$ cat src/rtl/uart_pkg.sv
// Shared types, constants and helpers for the configurable UART transmit path.
package uart_pkg;

   localparam int DIV_W = 16;

   typedef enum logic [1:0] {
      NONE = 2'b00,
      EVEN = 2'b01,
      ODD  = 2'b10
   } parity_e;

   typedef enum logic [2:0] {
      IDLE   = 3'd0,
      START  = 3'd1,
      DATA   = 3'd2,
      PARITY = 3'd3,
      STOP   = 3'd4
   } tx_state_e;

   function automatic logic [DIV_W-1:0] default_div(input int unsigned clk_freq,
                                                     input int unsigned baud_rate);
      if (baud_rate == 32'd0) begin
         return DIV_W'(2);
      end else begin
         return DIV_W'(clk_freq / baud_rate);
      end
   endfunction

   // Encoding 2'b11 is treated as "no parity", same as 2'b00.
   function automatic parity_e decode_parity(input logic [1:0] cfg);
      case (cfg)
         2'b01:   return EVEN;
         2'b10:   return ODD;
         default: return NONE;
      endcase
   endfunction

endpackage

$ cat src/rtl/uart_tx_cfg_if.sv
// Valid/ready word stream feeding the UART transmitter.
interface uart_tx_cfg_if #(
   parameter int DATA_WIDTH = 8
) ();

   logic [DATA_WIDTH-1:0] s_data;
   logic                  s_valid;
   logic                  s_ready;

   modport master (output s_data, output s_valid, input s_ready);
   modport slave  (input s_data, input s_valid, output s_ready);

endinterface

$ cat src/rtl/uart_sync_fifo.sv
// Single-clock FIFO with occupancy count; pointers wrap modulo DEPTH (power of two).
module uart_sync_fifo #(
   parameter int WIDTH = 8,
   parameter int DEPTH = 8
) (
   input  logic                       clk,
   input  logic                       reset_n,
   input  logic                       push,
   input  logic [WIDTH-1:0]           wdata,
   input  logic                       pop,
   output logic [WIDTH-1:0]           rdata,
   output logic                       full,
   output logic                       empty,
   output logic [$clog2(DEPTH):0]     count
);

   localparam int PTR_W = $clog2(DEPTH);
   localparam int CNT_W = PTR_W + 1;

   logic [WIDTH-1:0] mem_r [DEPTH];
   logic [PTR_W-1:0] wr_ptr_r;
   logic [PTR_W-1:0] rd_ptr_r;
   logic [CNT_W-1:0] count_r;
   logic             push_ok_s;
   logic             pop_ok_s;

   assign full      = (count_r == CNT_W'(DEPTH));
   assign empty     = (count_r == CNT_W'(0));
   assign push_ok_s = push & ~full;
   assign pop_ok_s  = pop & ~empty;
   assign rdata     = mem_r[rd_ptr_r];
   assign count     = count_r;

   // Storage array; contents are don't-care until written, so no reset.
   always_ff @(posedge clk) begin
      if (push_ok_s) begin
         mem_r[wr_ptr_r] <= wdata;
      end
   end

   // Pointer and occupancy tracking.
   always_ff @(posedge clk or negedge reset_n) begin
      if (!reset_n) begin
         wr_ptr_r <= PTR_W'(0);
         rd_ptr_r <= PTR_W'(0);
         count_r  <= CNT_W'(0);
      end else begin
         if (push_ok_s) begin
            wr_ptr_r <= wr_ptr_r + PTR_W'(1);
         end
         if (pop_ok_s) begin
            rd_ptr_r <= rd_ptr_r + PTR_W'(1);
         end
         case ({push_ok_s, pop_ok_s})
            2'b10:   count_r <= count_r + CNT_W'(1);
            2'b01:   count_r <= count_r - CNT_W'(1);
            default: count_r <= count_r;
         endcase
      end
   end

endmodule

$ cat src/rtl/uart_tx_cfg.sv
// Runtime-configurable UART transmitter with TX FIFO; parity, stop bits and
// divisor are sampled when a word is popped and held for that whole frame.
module uart_tx_cfg
   import uart_pkg::*;
#(
   parameter int          DATA_WIDTH = 8,
   parameter int          FIFO_DEPTH = 8,
   parameter int unsigned CLK_FREQ   = 100_000_000,
   parameter int unsigned BAUD_RATE  = 115_200,
   parameter bit          MSB_FIRST  = 1'b1
) (
   input  logic                          clk,
   input  logic                          reset_n,
   uart_tx_cfg_if.slave                  s_if,
   input  logic [1:0]                    cfg_parity,
   input  logic                          cfg_stop2,
   input  logic [DIV_W-1:0]              cfg_div,
   output logic                          TxD,
   output logic                          busy,
   output logic                          tx_done,
   output logic [$clog2(FIFO_DEPTH):0]   fifo_count
);

   localparam int               CNT_W   = $clog2(FIFO_DEPTH) + 1;
   localparam int               IDX_W   = $clog2(DATA_WIDTH);
   localparam logic [DIV_W-1:0] DEF_DIV = default_div(CLK_FREQ, BAUD_RATE);

   logic                  push_s, pop_s, full_s, empty_s;
   logic [DATA_WIDTH-1:0] head_s;
   logic [CNT_W-1:0]      cnt_s, cnt_nxt_s;
   logic [DIV_W-1:0]      eff_div_s;
   parity_e               pmode_in_s;
   logic                  baud_last_s;

   tx_state_e             state_r, state_nxt;
   logic [DATA_WIDTH-1:0] data_r, data_nxt;
   logic [IDX_W-1:0]      idx_r, idx_nxt, sel_s;
   logic [DIV_W-1:0]      baud_r, baud_nxt, div_r, div_nxt;
   parity_e               pmode_r, pmode_nxt;
   logic                  pbit_r, pbit_nxt;
   logic                  stop2_r, stop2_nxt, stop_sec_r, stop_sec_nxt;

   logic                  txd_r, txd_nxt, done_r, done_nxt, busy_r, busy_nxt, s_ready_r;

   uart_sync_fifo #(
      .WIDTH (DATA_WIDTH),
      .DEPTH (FIFO_DEPTH)
   ) u_fifo (
      .clk     (clk),
      .reset_n (reset_n),
      .push    (push_s),
      .wdata   (s_if.s_data),
      .pop     (pop_s),
      .rdata   (head_s),
      .full    (full_s),
      .empty   (empty_s),
      .count   (cnt_s)
   );

   assign push_s      = s_if.s_valid & s_ready_r & ~full_s;
   assign eff_div_s   = (cfg_div < DIV_W'(2)) ? DEF_DIV : cfg_div;
   assign pmode_in_s  = decode_parity(cfg_parity);
   assign baud_last_s = (baud_r == {DIV_W{1'b0}});

   assign s_if.s_ready = s_ready_r;
   assign TxD          = txd_r;
   assign busy         = busy_r;
   assign tx_done      = done_r;
   assign fifo_count   = cnt_s;

   // Occupancy after the current edge, used for the registered s_ready and busy.
   always_comb begin
      case ({push_s, pop_s})
         2'b10:   cnt_nxt_s = cnt_s + CNT_W'(1);
         2'b01:   cnt_nxt_s = cnt_s - CNT_W'(1);
         default: cnt_nxt_s = cnt_s;
      endcase
   end

   // FSM state register.
   always_ff @(posedge clk or negedge reset_n) begin
      if (!reset_n) begin
         state_r    <= IDLE;
         data_r     <= {DATA_WIDTH{1'b0}};
         idx_r      <= IDX_W'(0);
         baud_r     <= {DIV_W{1'b0}};
         div_r      <= DEF_DIV;
         pmode_r    <= NONE;
         pbit_r     <= 1'b0;
         stop2_r    <= 1'b0;
         stop_sec_r <= 1'b0;
      end else begin
         state_r    <= state_nxt;
         data_r     <= data_nxt;
         idx_r      <= idx_nxt;
         baud_r     <= baud_nxt;
         div_r      <= div_nxt;
         pmode_r    <= pmode_nxt;
         pbit_r     <= pbit_nxt;
         stop2_r    <= stop2_nxt;
         stop_sec_r <= stop_sec_nxt;
      end
   end

   // FSM next-state; a pop loads the head word and this frame's configuration.
   always_comb begin
      state_nxt    = state_r;
      idx_nxt      = idx_r;
      baud_nxt     = baud_r;
      stop_sec_nxt = stop_sec_r;
      pop_s        = 1'b0;
      case (state_r)
         IDLE: begin
            if (!empty_s) begin
               pop_s     = 1'b1;
               state_nxt = START;
            end else begin
               state_nxt = IDLE;
            end
         end
         START: begin
            if (baud_last_s) begin
               state_nxt = DATA;
               idx_nxt   = IDX_W'(0);
               baud_nxt  = div_r - DIV_W'(1);
            end else begin
               baud_nxt  = baud_r - DIV_W'(1);
            end
         end
         DATA: begin
            if (baud_last_s) begin
               baud_nxt = div_r - DIV_W'(1);
               if (idx_r == IDX_W'(DATA_WIDTH - 1)) begin
                  if (pmode_r == NONE) begin
                     state_nxt    = STOP;
                     stop_sec_nxt = 1'b0;
                  end else begin
                     state_nxt    = PARITY;
                  end
               end else begin
                  idx_nxt = idx_r + IDX_W'(1);
               end
            end else begin
               baud_nxt = baud_r - DIV_W'(1);
            end
         end
         PARITY: begin
            if (baud_last_s) begin
               state_nxt    = STOP;
               stop_sec_nxt = 1'b0;
               baud_nxt     = div_r - DIV_W'(1);
            end else begin
               baud_nxt     = baud_r - DIV_W'(1);
            end
         end
         STOP: begin
            if (baud_last_s) begin
               if (stop2_r && !stop_sec_r) begin
                  stop_sec_nxt = 1'b1;
                  baud_nxt     = div_r - DIV_W'(1);
               end else if (!empty_s) begin
                  pop_s        = 1'b1;
                  state_nxt    = START;
               end else begin
                  state_nxt    = IDLE;
               end
            end else begin
               baud_nxt = baud_r - DIV_W'(1);
            end
         end
         default: begin
            state_nxt = IDLE;
         end
      endcase

      if (pop_s) begin
         data_nxt     = head_s;
         div_nxt      = eff_div_s;
         baud_nxt     = eff_div_s - DIV_W'(1);
         pmode_nxt    = pmode_in_s;
         pbit_nxt     = (pmode_in_s == ODD) ? ~(^head_s) : (^head_s);
         stop2_nxt    = cfg_stop2;
         stop_sec_nxt = 1'b0;
         idx_nxt      = IDX_W'(0);
      end else begin
         data_nxt     = data_r;
         div_nxt      = div_r;
         pmode_nxt    = pmode_r;
         pbit_nxt     = pbit_r;
         stop2_nxt    = stop2_r;
      end
   end

   // FSM outputs, computed from next-state so the registered TxD lines up with the state.
   always_comb begin
      sel_s = MSB_FIRST ? (IDX_W'(DATA_WIDTH - 1) - idx_nxt) : idx_nxt;
      case (state_nxt)
         IDLE:    txd_nxt = 1'b1;
         START:   txd_nxt = 1'b0;
         DATA:    txd_nxt = data_nxt[sel_s];
         PARITY:  txd_nxt = pbit_nxt;
         STOP:    txd_nxt = 1'b1;
         default: txd_nxt = 1'b1;
      endcase
      done_nxt = (state_nxt == STOP) && (baud_nxt == {DIV_W{1'b0}}) &&
                 (!stop2_nxt || stop_sec_nxt);
      busy_nxt = (state_nxt != IDLE) || (cnt_nxt_s != CNT_W'(0));
   end

   // Output registers; reset forces the line idle immediately.
   always_ff @(posedge clk or negedge reset_n) begin
      if (!reset_n) begin
         txd_r     <= 1'b1;
         done_r    <= 1'b0;
         busy_r    <= 1'b0;
         s_ready_r <= 1'b0;
      end else begin
         txd_r     <= txd_nxt;
         done_r    <= done_nxt;
         busy_r    <= busy_nxt;
         s_ready_r <= (cnt_nxt_s < CNT_W'(FIFO_DEPTH));
      end
   end

endmodule
$ cat src/flat_wrapper.sv
// flat-port wrapper written by rule: the top's interface ports become plain ports
module uart_tx_cfg_flat import uart_pkg::*;
#(
   parameter int          DATA_WIDTH = 8,
   parameter int          FIFO_DEPTH = 8,
   parameter int unsigned CLK_FREQ   = 100_000_000,
   parameter int unsigned BAUD_RATE  = 115_200,
   parameter bit          MSB_FIRST  = 1'b1
)
  (clk, reset_n, cfg_parity, cfg_stop2, cfg_div, TxD, busy, tx_done, fifo_count, s_if_s_data, s_if_s_valid, s_if_s_ready);
  uart_tx_cfg_if #(.DATA_WIDTH(DATA_WIDTH)) s_if_i ();
  input  logic clk;
  input  logic reset_n;
  input  logic [1:0] cfg_parity;
  input  logic cfg_stop2;
  input  logic [DIV_W-1:0] cfg_div;
  output logic TxD;
  output logic busy;
  output logic tx_done;
  output logic [$clog2(FIFO_DEPTH):0] fifo_count;
  input wire logic [$bits(s_if_i.s_data)-1:0] s_if_s_data;
  input wire logic [$bits(s_if_i.s_valid)-1:0] s_if_s_valid;
  output wire logic [$bits(s_if_i.s_ready)-1:0] s_if_s_ready;
  assign s_if_i.s_data = s_if_s_data;
  assign s_if_i.s_valid = s_if_s_valid;
  assign s_if_s_ready = s_if_i.s_ready;
  uart_tx_cfg #(.DATA_WIDTH(DATA_WIDTH), .FIFO_DEPTH(FIFO_DEPTH), .CLK_FREQ(CLK_FREQ), .BAUD_RATE(BAUD_RATE), .MSB_FIRST(MSB_FIRST)) u_core (.clk(clk), .reset_n(reset_n), .s_if(s_if_i), .cfg_parity(cfg_parity), .cfg_stop2(cfg_stop2), .cfg_div(cfg_div), .TxD(TxD), .busy(busy), .tx_done(tx_done), .fifo_count(fifo_count));
endmodule
$ cat config.mk
export PLATFORM = sky130hd
export DESIGN_NAME = uart_tx_cfg_flat
export DESIGN_NICKNAME = d
export VERILOG_FILES = /design/src/rtl/uart_pkg.sv /design/src/rtl/uart_tx_cfg_if.sv /design/src/rtl/uart_sync_fifo.sv /design/src/rtl/uart_tx_cfg.sv /design/src/flat_wrapper.sv
export SDC_FILE = /design/constraint.sdc
export NUM_CORES = 1
export LEC_CHECK = 0
export ABC_AREA = 1
export CAP_MARGIN = 20
export CORE_MARGIN = 5
export CORE_UTILIZATION = 55
export CTS_CLUSTER_SIZE = 10
export DETAILED_ROUTE_END_ITERATION = 12
export PLACE_DENSITY = 0.74
export SLEW_MARGIN = 40
export SYNTH_ARGS = -nofsm -noshare
export SYNTH_HDL_FRONTEND = slang
export SYNTH_SLANG_ARGS = --single-unit
$ cat constraint.sdc
create_clock -name clk -period 3.2 [get_ports clk]
set_clock_uncertainty 0.05 [all_clocks]
set_input_delay 0.48 -clock clk [delete_from_list [all_inputs] [get_ports clk]]
set_output_delay 0.48 -clock clk [all_outputs]
set_load 0.02 [all_outputs]
* Yosys cells after proc, flatten, opt, wreduce, memory -nomap -nowiden
Memory sizes are Yosys's and may differ from the RTL's. Index checks and enable logic that the tools add are counted.
Word-level totals: latch bits 0, input port bits 30, output and inout bits 8, memories kept 1, ROM bits 0, word-level logic and storage cells 114, memory bits (writable) 64, register bits after elaboration 65
Operators by class: multipliers 0, reduce and logical (&&, ||, !) cells 17, mux-type cells 44, div/mod/pow operators 0, order comparisons 3, bitwise logic cells 7, eq/ne operators 17, shifts and indexed selects 0, add/subtract/negate cells 9
Memories:
- u_core.u_fifo.mem_r | words 8, bits a word 8, rd ports 1, clocked after Yosys merged registers in 0, write ports 1, RTL line uart_sync_fifo.sv:20 | logic [WIDTH-1:0] mem_r [DEPTH];
Operators with widths (number):
- 2-to-1 mux 16 bit | 5
- subtractor 16 x 1 -> 16 bit (second input constant) | 3
- 2-to-1 mux 3 bit | 11
- logical NOT 16 bit | 2
- case mux 16 bit (2 select lines) | 1
- 2-to-1 mux 1 bit | 17
- < comparator 16 x 2 -> 1 bit (second input constant) | 1
- case mux 4 bit (2 select lines) | 2
- case mux 3 bit (5 select lines) | 1
- equality test 3 x 2 -> 1 bit (second input constant) | 4
- adder 3 x 1 -> 3 bit (second input constant) | 3
- equality test 3 bit (second input constant) | 3
- equality test 2 bit (second input constant) | 4
- 2-to-1 mux 8 bit | 1
- XOR reduction 8 bit | 1
- equality test 2 x 1 -> 1 bit (second input constant) | 3
- equality test 3 x 1 -> 1 bit (second input constant) | 2
- case mux 1 bit (3 select lines) | 2
- case mux 3 bit (2 select lines) | 1
- adder 4 x 1 -> 4 bit (second input constant) | 1
- AND 1 bit | 4
- equality test 4 bit (second input constant) | 1
- logical NOT 4 bit | 1
- < comparator 3 x 4 -> 1 bit (second input constant) | 1
- 16 further kinds | 22

* Depth between registers and ports, before layout
word-level depth 10, mapped depth 21, mapped depth without buffers 19

* Cells and area by module
Synthesis repeated with hierarchy kept, for this count alone.
Unflattened totals: cells, all modules 1063, area total of the unflattened synthesis 7827.5 um^2
Modules (own cells, without submodules):
- uart_tx_cfg | sequential area each 1383.8 um^2, cells each 706, area an instance 4428.0 um^2, times used 1
- uart_sync_fifo | sequential area each 2172.1 um^2, cells each 357, area an instance 3399.5 um^2, times used 1

* Worst setup path after synthesis
No wires, ideal clock.
path type register to register, start point reg u_core.u_fifo.count_r[0], in the netlist u_core.u_fifo.count[0], end point reg u_core.busy_r, in the netlist u_core.busy, stages on the path, launching flop included 15, data required time 3.013 ns, slack 0.575 ns, arrival 2.438 ns, buffers on the path 3, clock period less this slack 2.625 ns, library setup time 0.137 ns, cells stage by stage dfrtp_1 inv_1 ha_1 nand3_1 nand2_1 nor2_1 inv_1 nand2_1 buf_4 buf_2 buf_2 ha_1 a221oi_1 a21o_1 o2111ai_1
Between the ends: longest elaborated chain between the ends 9, elaborated cells on any way between the ends 20, those cells by class add/sub: 2; eq/ne: 3; mux: 9; bitwise: 2; reduce/logical: 4
RTL lines:
- start, declared | RTL line uart_sync_fifo.sv:23 | logic [CNT_W-1:0] count_r;
- start signal, assigned | RTL line uart_sync_fifo.sv:55 | 2'b10: count_r <= count_r + CNT_W'(1);
- start signal, assigned | RTL line uart_sync_fifo.sv:56 | 2'b01: count_r <= count_r - CNT_W'(1);
- start signal, assigned | RTL line uart_sync_fifo.sv:57 | default: count_r <= count_r;
- logical NOT 4 bit * | RTL line uart_sync_fifo.sv:28 | assign empty = (count_r == CNT_W'(0));
- 2-to-1 mux 1 bit * | RTL line uart_tx_cfg.sv:114, uart_tx_cfg.sv:161
- 2-to-1 mux 1 bit | RTL line uart_tx_cfg.sv:158 | if (stop2_r && !stop_sec_r) begin
- 2-to-1 mux 1 bit | RTL line uart_tx_cfg.sv:157 | if (baud_last_s) begin
- case mux 1 bit (2 select lines) * | RTL line uart_tx_cfg.sv:112 | case (state_r)
- named net u_core.pop_s | RTL line uart_tx_cfg.sv:28 | logic push_s, pop_s, full_s, empty_s;
- equality test 2 x 1 -> 1 bit / equality test 2 bit (equally long branches) | RTL line uart_tx_cfg.sv:73 | case ({push_s, pop_s})
- case mux 4 bit (2 select lines) * | RTL line uart_tx_cfg.sv:73
- nonzero test 4 bit * | RTL line uart_tx_cfg.sv:207 | busy_nxt = (state_nxt != IDLE) || (cnt_nxt_s != CNT_W'(0));
- logical OR 1 bit * | RTL line uart_tx_cfg.sv:207
- named net u_core.busy_nxt | RTL line uart_tx_cfg.sv:43 | logic txd_r, txd_nxt, done_r, done_nxt, busy_r, busy_nxt, s_ready_r;
- end signal, assigned | RTL line uart_tx_cfg.sv:220 | busy_r <= busy_nxt;
- end, declared | RTL line uart_tx_cfg.sv:43
The timed path passes the listed nets; every way through them passes the cells marked *. A chain may end at the register's enable or synchronous reset.

* Final worst setup path
start point reg u_core.baud_r[0], end point reg u_core.txd_r, in the netlist u_core.TxD
Between the ends: elaborated cells on any way between the ends 21, those cells by class add/sub: 1; eq/ne: 3; mux: 16; reduce/logical: 1
RTL lines:
- start, declared | RTL line uart_tx_cfg.sv:38 | logic [DIV_W-1:0] baud_r, baud_nxt, div_r, div_nxt;
- start signal, assigned | RTL line uart_tx_cfg.sv:86 | baud_r <= {DIV_W{1'b0}};
- start signal, assigned | RTL line uart_tx_cfg.sv:96 | baud_r <= baud_nxt;
- logical NOT 16 bit | RTL line uart_tx_cfg.sv:63 | assign baud_last_s = (baud_r == {DIV_W{1'b0}});
- 2-to-1 mux 1 bit | RTL line uart_tx_cfg.sv:157
- case mux 1 bit (2 select lines) | RTL line uart_tx_cfg.sv:112
- 2-to-1 mux 8 bit | RTL line uart_tx_cfg.sv:176 | if (pop_s) begin
- named net u_core.data_nxt[7] | RTL line uart_tx_cfg.sv:36 | logic [DATA_WIDTH-1:0] data_r, data_nxt;
- binary-select mux 1 bit (select 3 bit) | RTL line uart_tx_cfg.sv:200 | DATA: txd_nxt = data_nxt[sel_s];
- 2-to-1 mux 1 bit (not written as such) | RTL line uart_tx_cfg.sv:200
- case mux 1 bit (3 select lines) | RTL line uart_tx_cfg.sv:197 | case (state_nxt)
- named net u_core.txd_nxt | RTL line uart_tx_cfg.sv:43
- end signal, assigned | RTL line uart_tx_cfg.sv:218 | txd_r <= txd_nxt;
- end, declared | RTL line uart_tx_cfg.sv:43
The timed path passes the listed nets, and every way through them passes these cells. The select of a mux whose other input is x is not followed.

==> metrics.md <==
| Metric | Value |
|---|---|
| Status | `complete, no violations` |
| CTS tree | `done` |
| CP max stage delay | `~0.39 ns` |
| Setup Viol. Count Final | `0` |
| H-tree levels | `4` |
| Initial antenna violation count | `0` |
| CP endpoint kind | `flip-flop` |
| Post-DP HPWL | `13.03 mm` |
| Area grow syn2layout | `15.47%` |
| Total wire length | `18.00 mm` |
| Syn Std Cell Area | `roughly 7700 um2` |
| Leak | `approximately 4.2 nW` |
| Clock Tree Buf Depth | `2` |
| Actual slew at the worst max-slew pin | `between 0.5 and 0.6 ns` |
| Clock Pin Slew Worst Setup and Hold Paths | `roughly 0.060 ns` |
| Clk network pwr share | `a little over a third` |
| MaxCap Viol Count | `0` |
| CP top delay family | `simple AND/OR/NAND/NOR gates` |
| First-pass GRT wire length | `between 20 and 30 mm` |
| Vias per cell | `around 5.3` |
| Worst slew margin | `between 60% and 70%` |
| CTS sink cnt | `between 100 and 150` |
| HP Class | `primary input to async pin` |
| Synth Net Count | `1053` |
| Switching share of power | `32.91%` |
| Pwr dens | `591.5 nW/um2` |
| Flop-to-flop setup slack | `between 0.4 and 0.5 ns` |
| FMAX | `about 0.37 GHz` |
| Core area | `about 14000 um2` |
| Syn Area/Cell | `7.560 um2` |
| Number of buffers added on ports | `37` |
| Worst skew pair latency | `~0.42 ns` |
| Final instance area | `around 8800 um2` |
| CTS root buf | `clkbuf_16` |
| Die width | `between 100 and 150 um` |
| Final Critical Period | `between 2 and 3 ns` |
| Sequential power share | `between 40 and 50%` |
| Kind of critical path | `flip-flop to flip-flop` |
| Diode count | `0` |
| Critical path arrival | `between 3 and 4 ns` |
| First-pass DRT Iterations | `5` |
| Post-CTS sizing | `0` |
| Hold_buf cts | `0` |
| Via count of the first global-routing pass | `approximately 6300` |
| First-iteration detailed-routing DRC count | `between 500 and 600` |
| Tcrit/Tclk final | `a little over four fifths` |
| Critical-path cell list | `inv_1 > ha_1 > nand2_2 > nor2_8 > nand2_4 > nand2_2 > nand2_2 > nand2_2 > buf_4 > nand2_1 > o21ai_1 > nand2_1 > nand3_1 > nand2_1 > nand2_1 > nand3_1 > nand3_1` |
| CP required | `~3.5 ns` |
| Global route total overflow | `0` |
| Final nets | `between 1000 and 1500` |
| RSZ-0062 raised after global routing | `false` |
| Placed cell area | `between 8000 and 9000 um2` |
| Row Count | `43` |
| Gr usage total | `a little under a quarter` |
| Comb pwr share | `between 20% and 30%` |
| Crit-path slowest cell | `dfrtp_1` |
| Asr flop ratio synth | `between 50% and 60%` |
| Sum of buffers and inverters on the critical path | `2` |
| DR WL/cell | `approximately 14 um` |
| Power Internal | `roughly 3.5 mW` |
| Setup bufs post-CTS | `0` |
| Post-synth EDFFs | `64` |
| Final ANT Viol Nets | `0` |
| YS warnings | `0` |
| Area of the multi-input gates | `about 3500 um2` |
| Layout fillers | `1191` |
| CP startpoint kind | `flip-flop` |
| Top Ports | `38` |
| Sequential area share after synthesis | `between 40% and 50%` |
| Reg area | `between 3000 and 4000 um2` |
| Count of different cell masters after synthesis | `44` |
| Synthesis-stage register bit count | `roughly 130` |
| Hold Fails Final Rpt | `0` |
| Die Span Y | `between 100 and 150 um` |
| R2R depth | `17` |
| Worst Path Max Fanout | `17` |
| Placer Congestion | `a little over 0.9` |
| Layout cells sized above 1 | `8.998%` |
| Post-Syn Instances | `approximately 1000` |
| VDD IR max | `0.5496 mV` |
| Largest net degree at the start of global routing | `between 60 and 70` |
| RR Startpoint | `u_core.baud_r[0]` |
| Remaining DRCs | `0` |
| Switching power | `approximately 1.7 mW` |
| CTS buffer count | `17` |
| CP startpoint | `u_core.baud_r[0]` |
| Final Max Tran Viols | `0` |
| Initial Util | `between 50% and 60%` |
| R2R Path End | `u_core.TxD` |
| Setup TNS | `0 ns` |
| Main synth FF type | `edfxtp_1` |
| Die Area | `16370 um2` |
| Vias | `~6700` |
registers in the layout (all words and copies together), names as in the netlist, 4 cells and up:
name                 flops
u_core.u_fifo.mem_r     64
u_core.baud_r           16
u_core.div_r            16
u_core.data_r            8
u_core.u_fifo.count      4
power groups by stage:
stage / logic [mW] / registers, mW / clock network, mW
finish: 1.23 / 2.13 / 1.87
global route: 1.39 / 2.15 / 1.99
CTS: 1.23 / 2.12 / 1.89
detailed placement: 1.22 / 2.15 / 0
global placement: 1.20 / 2.15 / 0
floorplan: 0.840 / 2.15 / 0
placed cells by master (no fill, tap or decap), types with 4 or more instances in the layout:
cell | Yosys | final
clkdlybuf4s50_1 | 0 | 36
edfxtp_1 | 64 | 64
inv_1 | 107 | 107
dfrtp_1 | 59 | 59
nor2_2 | 7 | 7
o21ai_0 | 52 | 52
dfstp_2 | 6 | 6
nand3b_1 | 5 | 5
ha_1 | 11 | 11
nand4_1 | 13 | 13
inv_6 | 0 | 6
nand2_2 | 7 | 8
o21ai_1 | 10 | 10
a21oi_1 | 10 | 10
nand3_1 | 110 | 110
nand2_1 | 346 | 345
xor2_1 | 16 | 16
buf_4 | 4 | 22
inv_2 | 6 | 6
a31oi_1 | 4 | 4
clkbuf_16 | 0 | 17
xnor2_1 | 9 | 9
nor2_1 | 114 | 114
worst max path at each step:
stage / end / slack, ns / cells past startpoint
after floorplan: u_core.busy / 0.57 / 14
after global placement: u_core.tx_done / 0.25 / 17
after detailed placement: u_core.tx_done / 0.21 / 17
after CTS: u_core.TxD / 0.48 / 17
after global routing: u_core.TxD / 0.20 / 17
final: u_core.TxD / 0.49 / 17
routing by layer:
layer  track usage, %  vias up  wire length [um]
met5                0        -                 0
met4            12.36        0               882
met3            5.042       56               860
met2            39.28      188              8756
met1            27.94     3059              7503
li1                 -     3369                 -
final cells by class:
class / count / share of cell area [%]
Clock buffer: 17 / 4.815
Tap cell: 180 / 2.549
Timing Repair Buffer: 61 / 6.359
Inverter: 114 / 4.844
Clock inverter: 15 / 1.643
Sequential cell: 129 / 40.25
Multi-Input combinational cell: 742 / 39.54
metrics by stage:
stage / utilization, % / std cells / hold slack, ns / power [mW] / setup slack [ns]
5_1_grt: 64.14 / 1258 / 0.1573 / 5.531 / 0.2049
2_1_floorplan: - / 1012 / 0.1344 / 2.989 / 0.5747
3_3_place_gp: 59.97 / 1226 / 0.4086 / 3.353 / 0.2546
4_1_cts: 64.12 / 1258 / 0.2277 / 5.247 / 0.4782
3_5_place_dp: 59.97 / 1226 / 0.4114 / 3.376 / 0.2066
6_report: 64.14 / 1258 / 0.1000 / 5.225 / 0.4907
Yosys cell counts (all sizes together) (2+ instances only):
library cell / number / share of area, %
clkbuf: 2 / 0.098
dfrtp: 59 / 19
nand3: 114 / 7.8
xnor2: 9 / 1.0
dfstp: 6 / 2.1
buf: 25 / 2.2
edfxtp: 64 / 25
o21ai: 63 / 4.2
nand4: 13 / 1.1
nor4: 2 / 0.16
nor2: 126 / 7.1
and2: 2 / 0.16
ha: 11 / 1.8
nand3b: 5 / 0.49
inv: 113 / 5.5
nand2: 355 / 18
a21oi: 10 / 0.65
o21bai: 2 / 0.20
or2: 2 / 0.16
xor2: 16 / 1.8
a31oi: 4 / 0.33
logic make-up after synthesis:
family / synth area share [%]
and+or+nand+nor: 35.00
buffers and inverters: 7.899
DFF: 46.48
AOI/OAI and AO/OA: 5.969
xor gates and xnor gates: 2.862
adders and majority gates: 1.799
Note: power is estimated with default switching activity, not from simulation.
